### src/rtl/read_dma_scheduler.sv
`default_nettype none
// ============================================================================
// Module   : read_dma_scheduler
// Purpose  : Two-channel round-robin scheduler that hands read jobs to a DMA
//            master. A winning channel's length/address are latched onto the
//            RCC register outputs, the master gets a one-cycle start pulse and
//            the scheduler then waits for a rising edge on the read-slave
//            completion flag (or a timeout) before acknowledging the owner.
//
// Ports    :
//   HCLK                 in   1   clock
//   HRESETn              in   1   asynchronous active-low reset
//   i_enable             in   1   gates new arbitration only
//   i_req                in   2   per-channel job request (level), bit0 = ch0
//   i_ch0_len/i_ch0_addr in   6/32  ch0 buffer length (words) / start address
//   i_ch1_len/i_ch1_addr in   6/32  ch1 buffer length (words) / start address
//   i_slave_done         in   1   read-slave completion flag (level)
//   o_ReadSystemStart    out  1   one-cycle start pulse to the DMA master
//   o_RCC_BUFFER_LENGTH  out  6   latched length
//   o_RCC_DMA_ADDR_HIGH  out  16  latched address [31:16]
//   o_RCC_DMA_ADDR_LOW   out  16  latched address [15:0]
//   o_grant              out  2   one-hot owner of the current job
//   o_ack                out  2   one-cycle completion pulse to the owner
//   o_err                out  1   one-cycle timeout pulse (with o_ack)
//   o_busy               out  1   high whenever not idle
//   o_job_cnt            out  16  completed job count (wraps)
//
// Revision : 1.0  initial release
// ============================================================================
module read_dma_scheduler #(
    parameter int TIMEOUT_CYC = 1024
) (
    input  logic        HCLK,
    input  logic        HRESETn,
    input  logic        i_enable,
    input  logic [1:0]  i_req,
    input  logic [5:0]  i_ch0_len,
    input  logic [31:0] i_ch0_addr,
    input  logic [5:0]  i_ch1_len,
    input  logic [31:0] i_ch1_addr,
    input  logic        i_slave_done,
    output logic        o_ReadSystemStart,
    output logic [5:0]  o_RCC_BUFFER_LENGTH,
    output logic [15:0] o_RCC_DMA_ADDR_HIGH,
    output logic [15:0] o_RCC_DMA_ADDR_LOW,
    output logic [1:0]  o_grant,
    output logic [1:0]  o_ack,
    output logic        o_err,
    output logic        o_busy,
    output logic [15:0] o_job_cnt
);

    typedef enum logic [2:0] {
        S_IDLE  = 3'd0,
        S_LATCH = 3'd1,
        S_START = 3'd2,
        S_WAIT  = 3'd3,
        S_DONE  = 3'd4
    } state_t;

    // Final value the wait counter reaches when the job times out.
    localparam logic [15:0] c_TO_LAST = 16'(TIMEOUT_CYC - 1);

    state_t      r_state;
    state_t      w_state_nxt;

    logic        r_last_ch1;    // last-grant pointer: 1 = ch1 was served last
    logic [1:0]  r_grant;
    logic [5:0]  r_len;
    logic [31:0] r_addr;
    logic [15:0] r_job_cnt;
    logic [15:0] r_to_cnt;
    logic        r_done_d;      // previous-cycle i_slave_done for edge detect
    logic        r_err;

    logic        w_req_any;
    logic        w_pick_ch1;
    logic        w_edge;
    logic [15:0] w_cnt_nxt;
    logic        w_timeout;

    logic        w_start;
    logic [1:0]  w_ack;
    logic        w_err;
    logic        w_busy;

    assign w_req_any = i_enable && (i_req != 2'b00);

    // A lone requester always wins; when both request, serve the channel
    // that was not served last.
    assign w_pick_ch1 = i_req[1] & (~i_req[0] | ~r_last_ch1);

    // Only a genuine low-to-high transition completes a job, so a flag left
    // high by the previous job cannot finish the new one.
    assign w_edge    = i_slave_done & ~r_done_d;
    assign w_cnt_nxt = r_to_cnt + 16'd1;
    assign w_timeout = (w_cnt_nxt == c_TO_LAST);

    // ------------------------------------------------------------------
    // State register
    // ------------------------------------------------------------------
    always_ff @(posedge HCLK or negedge HRESETn) begin
        if (!HRESETn) begin
            r_state <= S_IDLE;
        end else begin
            r_state <= w_state_nxt;
        end
    end

    // ------------------------------------------------------------------
    // Next-state and state-decoded outputs
    // ------------------------------------------------------------------
    always_comb begin
        w_state_nxt = r_state;
        w_start     = 1'b0;
        w_ack       = 2'b00;
        w_err       = 1'b0;
        w_busy      = 1'b1;

        case (r_state)
            S_IDLE: begin
                w_busy = 1'b0;
                if (w_req_any) begin
                    w_state_nxt = S_LATCH;
                end
            end
            S_LATCH: begin
                // Zero-length jobs never reach the DMA master.
                if (r_len == 6'd0) begin
                    w_state_nxt = S_DONE;
                end else begin
                    w_state_nxt = S_START;
                end
            end
            S_START: begin
                w_start     = 1'b1;
                w_state_nxt = S_WAIT;
            end
            S_WAIT: begin
                // A completion edge in the timeout cycle still counts as a
                // normal completion; the error flag is handled below.
                if (w_edge || w_timeout) begin
                    w_state_nxt = S_DONE;
                end
            end
            S_DONE: begin
                w_ack       = r_grant;
                w_err       = r_err;
                w_state_nxt = S_IDLE;
            end
            default: begin
                w_busy      = 1'b0;
                w_state_nxt = S_IDLE;
            end
        endcase
    end

    // ------------------------------------------------------------------
    // Job datapath: grant, latched parameters, timeout, counters
    // ------------------------------------------------------------------
    always_ff @(posedge HCLK or negedge HRESETn) begin
        if (!HRESETn) begin
            r_last_ch1 <= 1'b1;
            r_grant    <= 2'b00;
            r_len      <= 6'd0;
            r_addr     <= 32'd0;
            r_job_cnt  <= 16'd0;
            r_to_cnt   <= 16'd0;
            r_done_d   <= 1'b0;
            r_err      <= 1'b0;
        end else begin
            r_done_d <= i_slave_done;

            case (r_state)
                S_IDLE: begin
                    if (w_req_any) begin
                        if (w_pick_ch1) begin
                            r_grant <= 2'b10;
                            r_len   <= i_ch1_len;
                            r_addr  <= i_ch1_addr;
                        end else begin
                            r_grant <= 2'b01;
                            r_len   <= i_ch0_len;
                            r_addr  <= i_ch0_addr;
                        end
                    end
                end
                S_LATCH: begin
                    // Clear here so a zero-length job cannot inherit a
                    // stale error from an earlier timed-out job.
                    r_err <= 1'b0;
                end
                S_START: begin
                    r_to_cnt <= 16'd0;
                    r_err    <= 1'b0;
                end
                S_WAIT: begin
                    r_to_cnt <= w_cnt_nxt;
                    if (w_timeout && !w_edge) begin
                        r_err <= 1'b1;
                    end
                end
                S_DONE: begin
                    r_job_cnt  <= r_job_cnt + 16'd1;
                    r_last_ch1 <= r_grant[1];
                    r_grant    <= 2'b00;
                end
                default: begin
                    r_grant <= 2'b00;
                end
            endcase
        end
    end

    assign o_ReadSystemStart   = w_start;
    assign o_RCC_BUFFER_LENGTH = r_len;
    assign o_RCC_DMA_ADDR_HIGH = r_addr[31:16];
    assign o_RCC_DMA_ADDR_LOW  = r_addr[15:0];
    assign o_grant             = r_grant;
    assign o_ack               = w_ack;
    assign o_err               = w_err;
    assign o_busy              = w_busy;
    assign o_job_cnt           = r_job_cnt;

endmodule
`default_nettype wire

### config.mk
export PLATFORM = sky130hd
export DESIGN_NAME = read_dma_scheduler
export DESIGN_NICKNAME = d
export VERILOG_FILES = /design/src/rtl/read_dma_scheduler.sv
export SDC_FILE = /design/constraint.sdc
export NUM_CORES = 1
export LEC_CHECK = 0
export ABC_AREA = 0
export CORE_AREA = 2 2 89 82
export CTS_CLUSTER_SIZE = 10
export DETAILED_ROUTE_END_ITERATION = 12
export DIE_AREA = 0 0 91 84
export DONT_BUFFER_PORTS = 1
export PLACE_DENSITY = 0.89
export REMOVE_ABC_BUFFERS = 1
export SLEW_MARGIN = 0
export SYNTH_ARGS = -nofsm -noshare
export SYNTH_HDL_FRONTEND = slang
export SYNTH_SLANG_ARGS = --single-unit
### constraint.sdc
create_clock -name HCLK -period 2.5 [get_ports HCLK]
set_input_delay 0.125 -clock HCLK [delete_from_list [all_inputs] [get_ports HCLK]]
set_output_delay 0.125 -clock HCLK [all_outputs]
set_load 0.05 [all_outputs]
Word level (Yosys, flattened, before mapping)
Cells that the tools add are included.
W data, S select, Z words.

cells by class
  add/sub/neg operators = 2
  eq/ne operators = 8
  mux-type cells = 16
  bitwise logic cells = 7
  reductions and logical operators = 16

operators by type and width
  cell                     count
  $add A16 B1 Y16 const B  2
  $mux W32                 1
  $pmux W16 S2             1
  $eq A16 B10 Y1 const B   1
  $pmux W3 S4              1
  $mux W3                  3
  $reduce_and A2 Y1        4
  $eq A3 B2 Y1 const B     2
  $logic_not A6 Y1         1
  $mux W2                  3
  $mux W6                  1
  $ne A2 B2 Y1 const B     3
  $reduce_bool A2 Y1       3
  $mux W1                  4
  $not A1 Y1               4
  $pmux W2 S2              1
  $reduce_or A4 Y1         1
  $eq A3 B1 Y1 const B     1
  $eq A3 B3 Y1 const B     1
  $logic_not A3 Y1         1
  $reduce_or A3 Y1         1
  $and A1 B1 Y1            2
  $logic_and A1 B1 Y1      2
  $pmux W1 S2              1
  other kinds (4)          4

storage, ports and cells
  bits in registers = 78
  output and inout bits = 61
  logic and storage cells = 58

Depth between registers and ports, before layout
Gate-level depths: netlist of run 1.

  word-level depth = 6
  depth in mapped cells = 8
  mapped depth without buffers = 7

Least setup slack after synthesis of run 1
No wires, ideal clock.

  kind = reg-to-reg
  start point = register r_to_cnt[0]
  end point = register r_state[2]
  arrival = 1699 ps
  required time = 2406 ps
  path slack = 707 ps
  stages on the path, launching flop included = 8
  path buffers = 1
  period minus slack after synthesis = 1793 ps
  path through = dfrtp_1 > clkbuf_1 > nand2_1 > nor4_1 > mux2i_1 > o211ai_2 > o21ai_2 > nor4b_4

between the ends
  longest elaborated chain between the ends = 5

ends and longest elaborated chain
  element                      line  source
  from (decl)                  72    logic [15:0] r_to_cnt;
  from (signal assigned)       198   r_to_cnt <= w_cnt_nxt;
  $add A16 B1 Y16              96    assign w_cnt_nxt = r_to_cnt + 16'd1;
  $eq A16 B10 Y1               97    assign w_timeout = (w_cnt_nxt == c_TO_LAST);
  $logic_or A1 B1 Y1           142   if (w_edge || w_timeout) begin
  $ne A2 B2 Y1 (no line)       --
  $reduce_and A2 Y1 (no line)  --
  to (signal assigned)         106   r_state <= w_state_nxt;
  to (decl)                    64    state_t r_state;

Every way passes these cells.
A chain may end at the register's enable or synchronous reset.

Worst setup path in the final report of run 1
Ends and elaborated chain as after synthesis.

==> results by group, run 1 <==
Synthesis
  • Sequential share of the synthesized area: 47.07%
  • Flip-flop and latch count after synthesis: 78
  • Distinct cells, synth: 56
  • Synth Warn #: 0
  • Synth Instances: 419
  • Synth async-reset ratio: 100.0%
  • Dominant synthesized flop cell: dfrtp_1
  • Post-synth EDFFs: 0
  • Mapped Area: 4149 sq um
  • Avg Cell Area, Syn: 9.902 sq um

STA
  • Final Hold Vio Count: 0
  • Max-slew violations: 0
  • Post-Route Skew: 0.01075 ns
  • Worst-margin pin slew: 0.6003 ns
  • Max-slew headroom: 59.98%
  • RSZ-0062 raised after global routing: no
  • Minimum clock period: 2.317 ns
  • Worst hold margin: 0.01134 ns
  • Setup violators final: 0
  • Setup_tns: 0 ns
  • F_max: 0.4316 GHz
  • Fin worst setup slack: 0.1830 ns
  • Tcrit/Tclk final: 92.68%

Layout
  • N_diodes: 0
  • Most common cell after layout, fill and taps aside: dfrtp_1
  • Nets: 565
  • Non-filler instance count after layout: 578
  • Layout cell share with drive strength beyond 1: 10.52%
  • Most frequent cells in the layout: 77 x dfrtp_1, 66 x dlygate4sd3_1, 59 x nor2_1
  • Layout Area Growth over Synthesis: 23.10%
  • Design Area, Final: 5107 sq um

Drt
  • Vias per inst: 6.118
  • Routed Antenna Nets: 0
  • DRC marker count from the first detailed-route iteration: 315
  • Post-route DRC violation count: 0
  • Pre-antenna DRT Iters: 5
  • Per-cell routed wire length: 19.69 microns
  • Detailed Route WL: 11380 microns
  • Vias: 3536

Clocking
  • Post_cts resized: 0
  • H-tree depth: 3
  • Later-pin clock latency in the skew report: 0.36 ns
  • Longest Clk Path Bufs: 2
  • CTS buffer count: 9
  • CTS hold repair buffers: 65
  • Clock sink total: 78
  • CTS tree: built
  • Post-CTS Setup Inserts: 0
  • Worst-path clk slew: 0.09 ns
  • Root Buffer: clkbuf_8

Hold path
  • Hold EP: r_addr[31]$_DFFE_PN0P_
  • Hold-critical path depth: 2
  • Hold Path Class: primary input to flip-flop
  • Min-delay src: i_ch0_addr[31]

Placed design
  • Dpl ws: 0.2284 ns
  • Final HPWL DP: 6251 microns
  • IO buf count: 0
  • Final RePlAce weighted congestion: 0.9163
  • Post-DP Area: 4193 sq um
  • Dpl cells: 495

Floorplan
  • Die Wd: 91 microns
  • I/O Pins: 143
  • Starting density of the core: 60.82%
  • Die Y: 84 microns
  • Die Footprint: 7644 sq um
  • Core footprint: 6822 sq um
  • Site row count: 29

Job
  • # Max-Cap Violations: 0

Critical path
  • R2r endpoint: r_state[2]$_DFFE_PN0P_
  • Reg-to-Reg Start: r_to_cnt[0]$_DFFE_PN0P_
  • R2r worst-path depth: 7
  • WP data required: 2.77 ns
  • Critical path type: flip-flop to flip-flop
  • Crit path launch type: flip-flop
  • Reg2reg setup slack: 0.18 ns
  • Crit path DAT: 2.58 ns
  • CP Max Fanout: 13
  • Worst Setup End Kind: flip-flop

GRT
  • GRT Overall Usage: 30.64%
  • Vias in the first global route: 3541
  • Gr ovfl total: 0
  • Initial antenna violation count: 0
  • Largest net degree at the start of global routing: 79
  • Global-route wire length before repair: 18310 microns

Pwr
  • Leak Pwr: 2.206 nW
  • Peak supply drop: 0.9083 mV
  • PwrDens: 1173 nW/um^2

Outcome
  • Outcome: completed
state kept, by name (all words and copies together), names as in the netlist:
| register | flops |
|---|---|
| r_err | 1 |
| o_RCC_BUFFER_LENGTH | 6 |
| r_last_ch1 | 1 |
| o_job_cnt | 16 |
| r_to_cnt | 16 |
| r_addr | 32 |
| o_grant | 2 |
| r_done_d | 1 |
| r_state | 3 |
stage by stage:
step           utilization, %  power, W
3_5_place_dp            61.46  0.004605
6_report                74.87  0.005989
5_1_grt                 74.87  0.006236
3_3_place_gp            61.46  0.004517
4_1_cts                 74.58  0.005852
2_1_floorplan               -  0.004170
cell usage after synthesis, types with 3 or more instances:
cell type,n,area share (%)
buf_1,3,0.27
xor2_1,7,1.5
mux2i_1,44,11
buf_2,8,0.97
o21ai_0,15,1.8
nand4_1,8,1.2
nor3_1,10,1.2
nand3_1,15,1.8
or2_2,3,0.45
a21oi_1,49,5.9
buf_6,3,0.81
nor2_1,60,5.4
and2_1,4,0.60
dfrtp_1,77,46
nand2_1,30,2.7
inv_1,6,0.54
xnor2_1,14,3.0
ha_1,3,0.90
and3_1,3,0.45
clkbuf_8,6,2.0
o31ai_1,4,0.72
a31oi_1,3,0.45
clkbuf_1,7,0.63
area by class of cell:
cell class / instances / area [sq um]
Fill cell: 434 / 1714
Inverter: 6 / 22.52
Clock inverter: 7 / 102.6
Tap cell: 93 / 116.4
Sequential cell: 78 / 1953
Timing Repair Buffer: 80 / 810.8
Clock buffer: 9 / 123.9
Multi-Input combinational cell: 305 / 1978
where the power goes:
| part | internal, W | switching [W] | leakage (nW) |
|---|---|---|---|
| clock network | 0.000579 | 0.000527 | 0.117 |
| registers | 0.00164 | 0.00161 | 0.958 |
| logic | 0.000628 | 0.00100 | 1.13 |
| total | 0.00285 | 0.00314 | 2.21 |
kinds of logic after synthesis:
group | Yosys count | synth area share [%]
xor+xnor | 21 | 4.433
simple gates | 151 | 19.12
compound gates | 84 | 11.61
flops | 78 | 47.07
fa+ha+maj | 3 | 0.9048
buf+inv | 36 | 5.699
mux | 46 | 11.16
worst max-delay path, cell delays in order, from the launching register on:
cell      delay, ns
dfrtp_1        0.57
ha_1           0.45
nand4_4        0.18
nor4_4         0.34
and3_1         0.22
o211ai_2       0.09
o21ai_2        0.16
nor4b_4        0.22
metal layers:
layer	up-vias	share of wire, %	global-route usage, %
met5	-	0	0
met1	1727	38	36.07
met2	193	51	51.52
met4	0	3.2	13.36
met3	35	7.8	9.846
li1	1581	-	-
worst max path at each step:
stage	start	endpoint	slack, ns	cells after the start
5_1_grt	r_to_cnt[1]$_DFFE_PN0P_	r_state[2]$_DFFE_PN0P_	0.07	7
4_1_cts	r_to_cnt[0]$_DFFE_PN0P_	r_state[2]$_DFFE_PN0P_	0.21	7
2_1_floorplan	r_last_ch1$_DFFE_PN1P_	o_RCC_BUFFER_LENGTH[0]$_DFFE_PN0P_	-1.09	3
3_3_place_gp	r_to_cnt[0]$_DFFE_PN0P_	r_state[2]$_DFFE_PN0P_	0.36	7
6_report	r_to_cnt[0]$_DFFE_PN0P_	r_state[2]$_DFFE_PN0P_	0.18	7
3_5_place_dp	r_to_cnt[1]$_DFFE_PN0P_	r_state[2]$_DFFE_PN0P_	0.23	7
Power figures use the tool's default switching activity.
==> inputs of run 2 (changes only) <==
Settings changed: ABC_AREA 0 to 1, CORE_AREA 2 2 89 82 to 2 2 87 80, DIE_AREA 0 0 91 84 to 0 0 89 82, PLACE_DENSITY 0.89 to 0.9.
Clock period 2.5 ns to 2.78 ns, I/O delays scaled along.
==> run 2 against run 1 <==
  * The flow now finishes with violations (hold timing)
  * Sequential power fell by 14%
  * Synthesized cell count rose by 15%
  * Register-to-register slack improved by 0.48 ns
  * Critical path depth did not move
  * Die area fell by 4.5%
  * Final area fell by 6.4%
  * Largest power group unchanged
  * Combinational power fell by 15%
  * Count of clock-buffer cells in the layout rose by 1
  * Critical path type unchanged
  * Clock power fell by 18%
==> results by group, run 2 <==
Outcome
  • Outcome: complete, but fails checks
  • Failing checks: hold timing

Pwr
  • Comb pwr share: 27.1%
  • Leak Pwr: 2.234 nW
  • Sequential share of power: 55.0%
  • PwrDens: 1065 nW/um^2
  • Clock Power Share: 17.9%
  • Pint: 0.002509 W
  • NetSw: 0.002586 W
  • Switching part of the total: 50.76%
  • Peak supply drop: 0.7768 mV

Critical path
  • Reg-to-Reg Start: r_state[2]$_DFFE_PN0P_
  • CP Max Fanout: 78
  • Crit path launch type: flip-flop
  • Critical path type: flip-flop to flip-flop
  • R2r worst-path depth: 7
  • Worst Setup SP: r_state[2]$_DFFE_PN0P_
  • Worst path cell trace: nor2_1, inv_1, nor2_1, nand2_2, buf_12, o31ai_1, dlygate4sd3_1
  • Worst Setup End Kind: flip-flop
  • Top cell by count, worst path: nor2_1
  • Top delay family on crit path: buffers and inverters
  • Reg2reg setup slack: 0.66 ns
  • Buffer and inverter count on the worst path: 3
  • Crit path DAT: 2.41 ns
  • R2r endpoint: r_addr[7]$_DFFE_PN0P_
  • Max incr delay on CP: 0.60 ns
  • CP Capture Point: r_addr[7]$_DFFE_PN0P_
  • Slowest cell on the critical path: dlygate4sd3_1
  • Crit path depth: 7
  • WP data required: 3.07 ns

Floorplan
  • I/O Pins: 143
  • Core footprint: 6446 sq um
  • Die Wd: 89 microns
  • Site row count: 28
  • Die Y: 82 microns
  • Die Footprint: 7298 sq um
  • Starting density of the core: 62.69%

Placed design
  • IO buf count: 0
  • Dpl cells: 557
  • Final HPWL DP: 6456 microns
  • Final RePlAce weighted congestion: 0.9517

Layout
  • Layout cell share with drive strength beyond 1: 10.52%
  • Layout Area Growth over Synthesis: 18.33%
  • N_diodes: 0
  • Most common cell after layout, fill and taps aside: nand2_1
  • Nets: 605
  • Most frequent cells in the layout: 101 x nand2_1, 77 x dfrtp_1, 61 x nor2_1
  • Non-filler instance count after layout: 613
  • Max reg flops: 32
  • Most flop-heavy register: r_addr
  • Fill count: 435

Clocking
  • Post-CTS Setup Inserts: 0
  • CTS buffer count: 9
  • Post_cts resized: 0
  • Worst-path clk slew: 0.08 ns
  • Longest Clk Path Bufs: 2
  • CTS tree: built
  • Clock sink total: 78
  • Later-pin clock latency in the skew report: 0.35 ns
  • H-tree depth: 3
  • Root Buffer: clkbuf_8
  • CTS hold repair buffers: 41

Synthesis
  • Largest family of logic cells by synthesized area: simple AND/OR/NAND/NOR gates
  • Sequential share of the synthesized area: 48.33%
  • Post-synthesis simple-gate area fraction: 25.60%
  • XOR/XNOR Fraction of Synth Area: 3.251%
  • Dominant synthesized flop cell: dfrtp_1
  • Synth Warn #: 0
  • Synth Instances: 482
  • Flip-flop and latch count after synthesis: 78
  • Most frequent cell after synthesis: nand2_1
  • Yosys top cell area share: 47.68%
  • Post-synth EDFFs: 0
  • Mux cell area share after synthesis: 0.2786%
  • Fraction of the mapped netlist area in adder cells: 0.9288%
  • Compound-Gate Fraction of Synth Area: 15.73%
  • Avg Cell Area, Syn: 8.385 sq um
  • Synth top area cells: dfrtp_1 48%, nand2_1 9.5%, o31ai_1 7.1%, nor2_1 5.7%, a21oi_1 4.8%
  • Synth async-reset ratio: 100.0%
  • Distinct cells, synth: 35
  • Mapped Area: 4041 sq um
  • Top cell types by occurrence after synthesis: 102 x nand2_1, 77 x dfrtp_1, 61 x nor2_1
  • Synth area leader: dfrtp_1

STA
  • Max-slew headroom: 37.80%
  • Minimum clock period: 2.118 ns
  • Max-slew violations: 0
  • Worst hold margin: -0.001080 ns
  • F_max: 0.4721 GHz
  • Final Hold Vio Count: 1
  • Post-Route Skew: 0.009134 ns
  • Worst-margin pin slew: 0.9295 ns
  • Tcrit/Tclk final: 76.20%
  • RSZ-0062 raised after global routing: no
  • Setup_tns: 0 ns
  • Setup violators final: 0

Drt
  • DRC marker count from the first detailed-route iteration: 362
  • Detailed Route WL: 10240 microns
  • Per-cell routed wire length: 16.71 microns
  • Routed Antenna Nets: 0
  • Post-route DRC violation count: 0
  • Vias per inst: 5.861
  • Vias: 3593
  • Pre-antenna DRT Iters: 6

Hold path
  • Min-delay src: i_ch1_len[5]
  • Hold Path Class: primary input to flip-flop

GRT
  • GRT Overall Usage: 28.23%
  • Initial antenna violation count: 0
  • Largest net degree at the start of global routing: 79
  • Vias in the first global route: 3447
  • Global-route wire length before repair: 15870 microns
  • Gr ovfl total: 0

Job
  • # Max-Cap Violations: 0
run 2: changes by cell type after synthesis, moves of 7 or more:
cell      change
o22ai_1       +9
inv_1        +30
nor3_1        -9
nor2_2        +7
mux2i_1      -44
clkbuf_1      +8
xnor2_1       -8
nand2_1      +72
o31ai_1      +34
a21oi_1      -10
run 2: per-layer routing:
metal / global-route usage (%) / routed length [microns] / share of wire, %
met1: 35.99 / 4007 / 39
met2: 44.63 / 5111 / 50
met3: 9.950 / 905 / 8.8
met4: 10.45 / 219 / 2.1
met5: 0 / 0 / 0
run 2: cell families (layout without fill, tap and decap cells):
family	after synthesis	in the layout
fa+ha+maj	3	3
xor+xnor	15	15
simple gates	220	220
flops	78	78
buf+inv	61	102
mux	1	1
compound gates	104	104
run 2: how the worst min path moves through the flow:
stage	endpoint	slack, ns	cells past startpoint
final	o_RCC_BUFFER_LENGTH[5]$_DFFE_PN0P_	-0.001	2
after global routing	o_RCC_BUFFER_LENGTH[5]$_DFFE_PN0P_	-0.02	2
after CTS	r_addr[26]$_DFFE_PN0P_	0.0002	2
after detailed placement	r_to_cnt[5]$_DFFE_PN0P_	-0.15	0
after global placement	r_to_cnt[6]$_DFFE_PN0P_	-0.15	0
after floorplan	o_RCC_BUFFER_LENGTH[0]$_DFFE_PN0P_	-0.16	0
run 2: layout make-up:
class | instances | area [sq um] | share of cell area, %
sequential | 78 | 1953 | 40.84
clock buffer | 10 | 137.6 | 2.878
multi-input combinational | 343 | 1853 | 38.75
tap | 90 | 112.6 | 2.355
clock inverter | 4 | 72.57 | 1.518
inverter | 38 | 142.6 | 2.983
timing repair buffer | 50 | 510.5 | 10.68
run 2: per-stage QoR:
stage                     setup WS (ns)  area, sq um  power (W)  util (%)
after floorplan                  0.4362         3946   0.003630         -
after global placement           0.8169         4134   0.003936     64.13
after detailed placement         0.7446         4134   0.004000     64.13
after CTS                        0.7461         4772   0.005070     74.03
after global routing             0.4856         4782   0.005360     74.18
final                            0.6617         4782   0.005095     74.18
run 2: power groups by stage:
stage | clock network (W) | logic, W | registers [W]
after floorplan | 0 | 0.000867 | 0.00276
after global placement | 0 | 0.00113 | 0.00280
after detailed placement | 0 | 0.00119 | 0.00282
after CTS | 0.000933 | 0.00134 | 0.00279
after global routing | 0.000982 | 0.00154 | 0.00284
final | 0.000914 | 0.00138 | 0.00280
